### src/rtl/uc_sequencer.sv
// uc_sequencer: fetch/execute sequencer owning pc, fetch register, phase toggle and C/Z flags
// Ports: clk, reset (async active-low), en (advance enable), prog_byte (opcode/operand at pc),
//   jump_addr (branch target), ctrl (ROM control word: [12] incPC, [11] loadPC, [9] loadFlags),
//   alu_c/alu_z (ALU flags in), rom_addr ({opcode,C,Z,phase}), rom_en, pc, operand, phase, flag_c, flag_z.
// Optional: define UC_STEP_EN to add step_mode/step single-step inputs.
module uc_sequencer #(
  parameter int PC_W = 12,
  parameter logic [PC_W-1:0] RST_VEC = '0
) (
  input  logic            clk,
  input  logic            reset,
  input  logic            en,
`ifdef UC_STEP_EN
  input  logic            step_mode,
  input  logic            step,
`endif
  input  logic [7:0]      prog_byte,
  input  logic [PC_W-1:0] jump_addr,
  input  logic [12:0]     ctrl,
  input  logic            alu_c,
  input  logic            alu_z,
  output logic [6:0]      rom_addr,
  output logic            rom_en,
  output logic [PC_W-1:0] pc,
  output logic [3:0]      operand,
  output logic            phase,
  output logic            flag_c,
  output logic            flag_z
);
  logic [7:0] fetch;
  logic       adv;
  logic       ctrl_unused;
`ifdef UC_STEP_EN
  logic step_q;
  always_ff @(posedge clk or negedge reset)
    if (!reset) step_q <= 1'b0;
    else step_q <= step;
  // single step: one phase per rising edge of step, still gated by en
  assign adv = en & (~step_mode | (step & ~step_q));
`else
  assign adv = en;
`endif
  assign ctrl_unused = ^{ctrl[10], ctrl[8:0]};
  assign rom_en      = en;
  assign rom_addr    = {fetch[7:4], flag_c, flag_z, phase};
  assign operand     = fetch[3:0];
  always_ff @(posedge clk or negedge reset)
    if (!reset) begin
      pc     <= RST_VEC;
      fetch  <= 8'h00;
      phase  <= 1'b0;
      flag_c <= 1'b0;
      flag_z <= 1'b0;
    end else if (adv) begin
      phase <= ~phase;
      if (!phase) fetch <= prog_byte;
      pc <= ctrl[11] ? jump_addr : ctrl[12] ? pc + PC_W'(1) : pc;
      if (ctrl[9]) {flag_c, flag_z} <= {alu_c, alu_z};
    end
endmodule
### config.mk
export PLATFORM = sky130hd
export DESIGN_NAME = uc_sequencer
export DESIGN_NICKNAME = d
export VERILOG_FILES = /design/src/rtl/uc_sequencer.sv
export SDC_FILE = /design/constraint.sdc
export NUM_CORES = 1
export LEC_CHECK = 0
export CAP_MARGIN = 30
export CORE_MARGIN = 2
export CORE_UTILIZATION = 38
export DETAILED_ROUTE_END_ITERATION = 10
export PLACE_DENSITY = 0.79
export SKIP_CTS_REPAIR_TIMING = 1
export SYNTH_ARGS = -nofsm -noshare
export SYNTH_HDL_FRONTEND = slang
export SYNTH_SLANG_ARGS = --single-unit
### constraint.sdc
create_clock -name clk -period 2.1 [get_ports clk]
set_input_delay 0.21 -clock clk [delete_from_list [all_inputs] [get_ports clk]]
set_output_delay 0.21 -clock clk [all_outputs]
set_load 0.05 [all_outputs]
==> flow_summary.ini, run 1 <==
[outcome]
status = finished clean

[placement]
globalplace.congestion = 0.806
post-place-cells = 201
placed_cell_area_sq_mm = 0.00175
port_buffers = 54
dp_hpwl_mm = 2.39

[power]
peakVddDrop_mv = 0.507
clock_power_share_pct = 9.9
power.leakage_uw = 0.000711
p_seq_share_pct = 33.3
power_per_cell_area_mw_per_mm2 = 1140
power_uw = 2040
intPower_uw = 1080
p_sw_share_pct = 47.2
p_sw_uw = 960
combPwrFrac_pct = 56.8

[synth]
seq_area_frac_synth_pct = 49.0
ys_types = 34
synth_top_family_by_area = compound AO/OA/AOI/OAI gates
synthXorXnorAreaFrac_pct = 0.746
synth_seq_cells = 23
synth_fa_ha_area_share_pct = 1.07
synth.avg_cell_area_sq_um = 9.95
syn-num-nets = 157
yosysWarnings = 0
synthCells = 118
synth_simple_gate_area_share_pct = 15.6
synth_compound_area_share_pct = 17.6
syn_area_sq_mm = 0.00117
synth.area.mux_share_pct = 10.4

[detailed_routing]
route.detailed.drc = 0
via_per_inst = 5.60
post_drt_wl_per_cell_um = 15.1
ant_nets = 0
firstDrtPassIters = 4
drt_iter0_drc = 44
routed_wl_mm = 3.10
vias = 1147

[clock_network]
path_clk_slew_ns = 0.13
clk_latency_ns = 0.31
cts_buffer_depth = 2
cts_tree = yes
numCtsBuffers = 3
cts.sinks = 23
htreeDepth = 1
cts_root_buf = clkbuf_4

[timing]
grt_setup_unrepaired = no
setup_tns_ns = 0
timing.final.crit_share_pct = 87.9
finalMaxSlewViolations = 0
skew_ns = 0.00698
fmax_ghz = 0.542
fin_crit_ns = 1.84
max_slew_margin_pct = 65.6
worst_pin_slew_ns = 0.515
hold_viol = 0
setup_violations = 0

[floorplan]
die_x_um = 59.6
coreArea_sq_mm = 0.00300
die_y_um = 59.6
dieArea_sq_mm = 0.00355
fp-row-count = 20
start_util_pct = 39.1
ios = 65

[worst_setup_path]
crit_chain = clkdlybuf4s50_1
slowest_delay_ns = 0.84
cp-start-kind = flop
critPathKind = flop to output port
reg2reg_slack_ns = 0.38
path_buf_inv = 1
end_kind = output port
reg2reg_from = pc[2]
rr_endpoint = pc[11]
cp_top_family = buffers and inverters
required_ns = 1.89
cp_slowest_cell = clkdlybuf4s50_1
r2r_cells = 4
crit_fanout = 6
cp.arrival_ns = 1.63

[layout]
num-nets-final = 212
finish.utilization_pct = 59.3
num_antenna_cells = 0
drive_above_1_share_pct = 14.0
fin_area_sq_mm = 0.00178
syn_to_final_growth_pct = 51.7
finalNonFillerCells = 205

[grt]
overflow = 0
grt_start_max_net_pins = 24
grt_use_total_pct = 18.3
grt_pass1_wl_mm = 4.94
antenna_found_initial = 0
grt_pass1_vias = 1076

[worst_hold_path]
hp-class = primary input to asynchronous set/reset pin

[job]
drv_cap = 0
## synth_stat cells (all sizes together)
cell	n	area, sq um
a21oi	9	45.0
a221oi	1	8.76
a22o	1	8.76
a22oi	1	7.51
a311o	1	10.0
a311oi	1	8.76
a31o	1	8.76
and2	1	6.26
buf	5	35.0
clkbuf	4	15.0
dfrtp	23	576
ha	1	12.5
inv	4	15.0
mux2	10	113
mux2i	1	10.0
nand2	13	48.8
nand3	5	30.0
nand4	1	6.26
nor2	6	22.5
nor2b	1	6.26
nor3	3	15.0
nor4	1	6.26
o21ai	10	50.1
o221a	1	11.3
o22ai	5	31.3
o31ai	1	7.51
o41ai	1	8.76
or3	3	23.8
or4	1	7.51
or4b	1	10.0
xor2	1	8.76
## through the flow
stage / hold WS, ns / setup slack [ns]
after floorplan: -0.0856 / 0.156
after global placement: 0.491 / 0.226
after detailed placement: 0.498 / 0.180
after CTS: 0.237 / 0.237
after global routing: 0.263 / 0.182
final: 0.243 / 0.255
## worst max path at each step
| stage | startpoint | end | slack [ns] | cells past startpoint |
|---|---|---|---|---|
| after floorplan | pc[2] | pc[11] | 0.16 | 4 |
| after detailed placement | ctrl[12] | pc[5] | 0.18 | 5 |
| after global routing | pc[0] | pc[0] | 0.18 | 1 |
| after CTS | pc[2] | pc[2] | 0.24 | 1 |
| final | pc[2] | pc[2] | 0.26 | 1 |
| after global placement | ctrl[11] | pc[10] | 0.23 | 5 |
## cells by family (layout without fill, tap and decap cells)
group                      count (synthesis)  after routing
and+or+nand+nor                           36             36
muxes                                     11             11
adders and majority gates                  1              1
buffers and inverters                     13             67
xor gates and xnor gates                   1              1
AOI/OAI and AO/OA                         33             33
DFF                                       23             23
## final cells by class
cell class,instances,area (sq um)
fillers,265,1220
repair buffers,59,588
flip-flops and latches,23,576
multi-input cells,82,533
well taps,33,41.3
clock buffers,3,22.5
inverters,4,15.0
clock inverters,1,5.00
## power by group through the flow
stage / Combinational [uW] / Clock (uW) / Sequential (uW)
after floorplan: 299 / 0 / 1140
after global placement: 1140 / 0 / 679
after detailed placement: 1160 / 0 / 688
after CTS: 1160 / 221 / 678
after global routing: 1210 / 237 / 694
final: 1160 / 202 / 677
## cells in the final DEF, fill, tap and decap left out, types with 2 or more instances in the layout
cell type	netlist	layout
clkdlybuf4s50_1	0	53
dfrtp_1	23	23
nand2_1	13	13
mux2_2	10	10
o21ai_0	10	10
a21oi_1	9	9
nor2_1	6	6
o22ai_1	5	5
buf_4	4	5
nand3_1	4	4
inv_1	4	4
nor3_1	3	3
clkbuf_4	0	3
or3_1	2	2
## registers in the layout, indices dropped and copies added (netlist names)
signal and cells:
pc 12, flag_z 1, fetch 8, flag_c 1
phase 1
## metal layers
layer	GRT usage (%)	vias to the layer above	wire length [um]
met5	0	-	0
met4	7.62	0	29
met3	2.18	2	239
met2	31.9	59	1480
met1	22.8	548	1350
li1	-	538	-
Power figures use the tool's default switching activity.
==> run 2: changes to the inputs <==
--- a/config.mk
+++ b/config.mk
@@ -11,6 +11,7 @@
 export DETAILED_ROUTE_END_ITERATION = 10
 export PLACE_DENSITY = 0.79
 export SKIP_CTS_REPAIR_TIMING = 1
+export SLEW_MARGIN = 30
 export SYNTH_ARGS = -nofsm -noshare
 export SYNTH_HDL_FRONTEND = slang
 export SYNTH_SLANG_ARGS = --single-unit
==> results of run 2 <==
The final DEF is identical to that of run 1; final timing and power are the same.
==> run 3: changes to the inputs <==
--- a/config.mk
+++ b/config.mk
@@ -5,6 +5,7 @@
 export SDC_FILE = /design/constraint.sdc
 export NUM_CORES = 1
 export LEC_CHECK = 0
+export ABC_CLOCK_PERIOD_IN_PS = 2100
 export CAP_MARGIN = 30
 export CORE_MARGIN = 2
 export CORE_UTILIZATION = 38
==> results of run 3 <==
The final DEF is identical to that of run 1; final timing and power are the same.
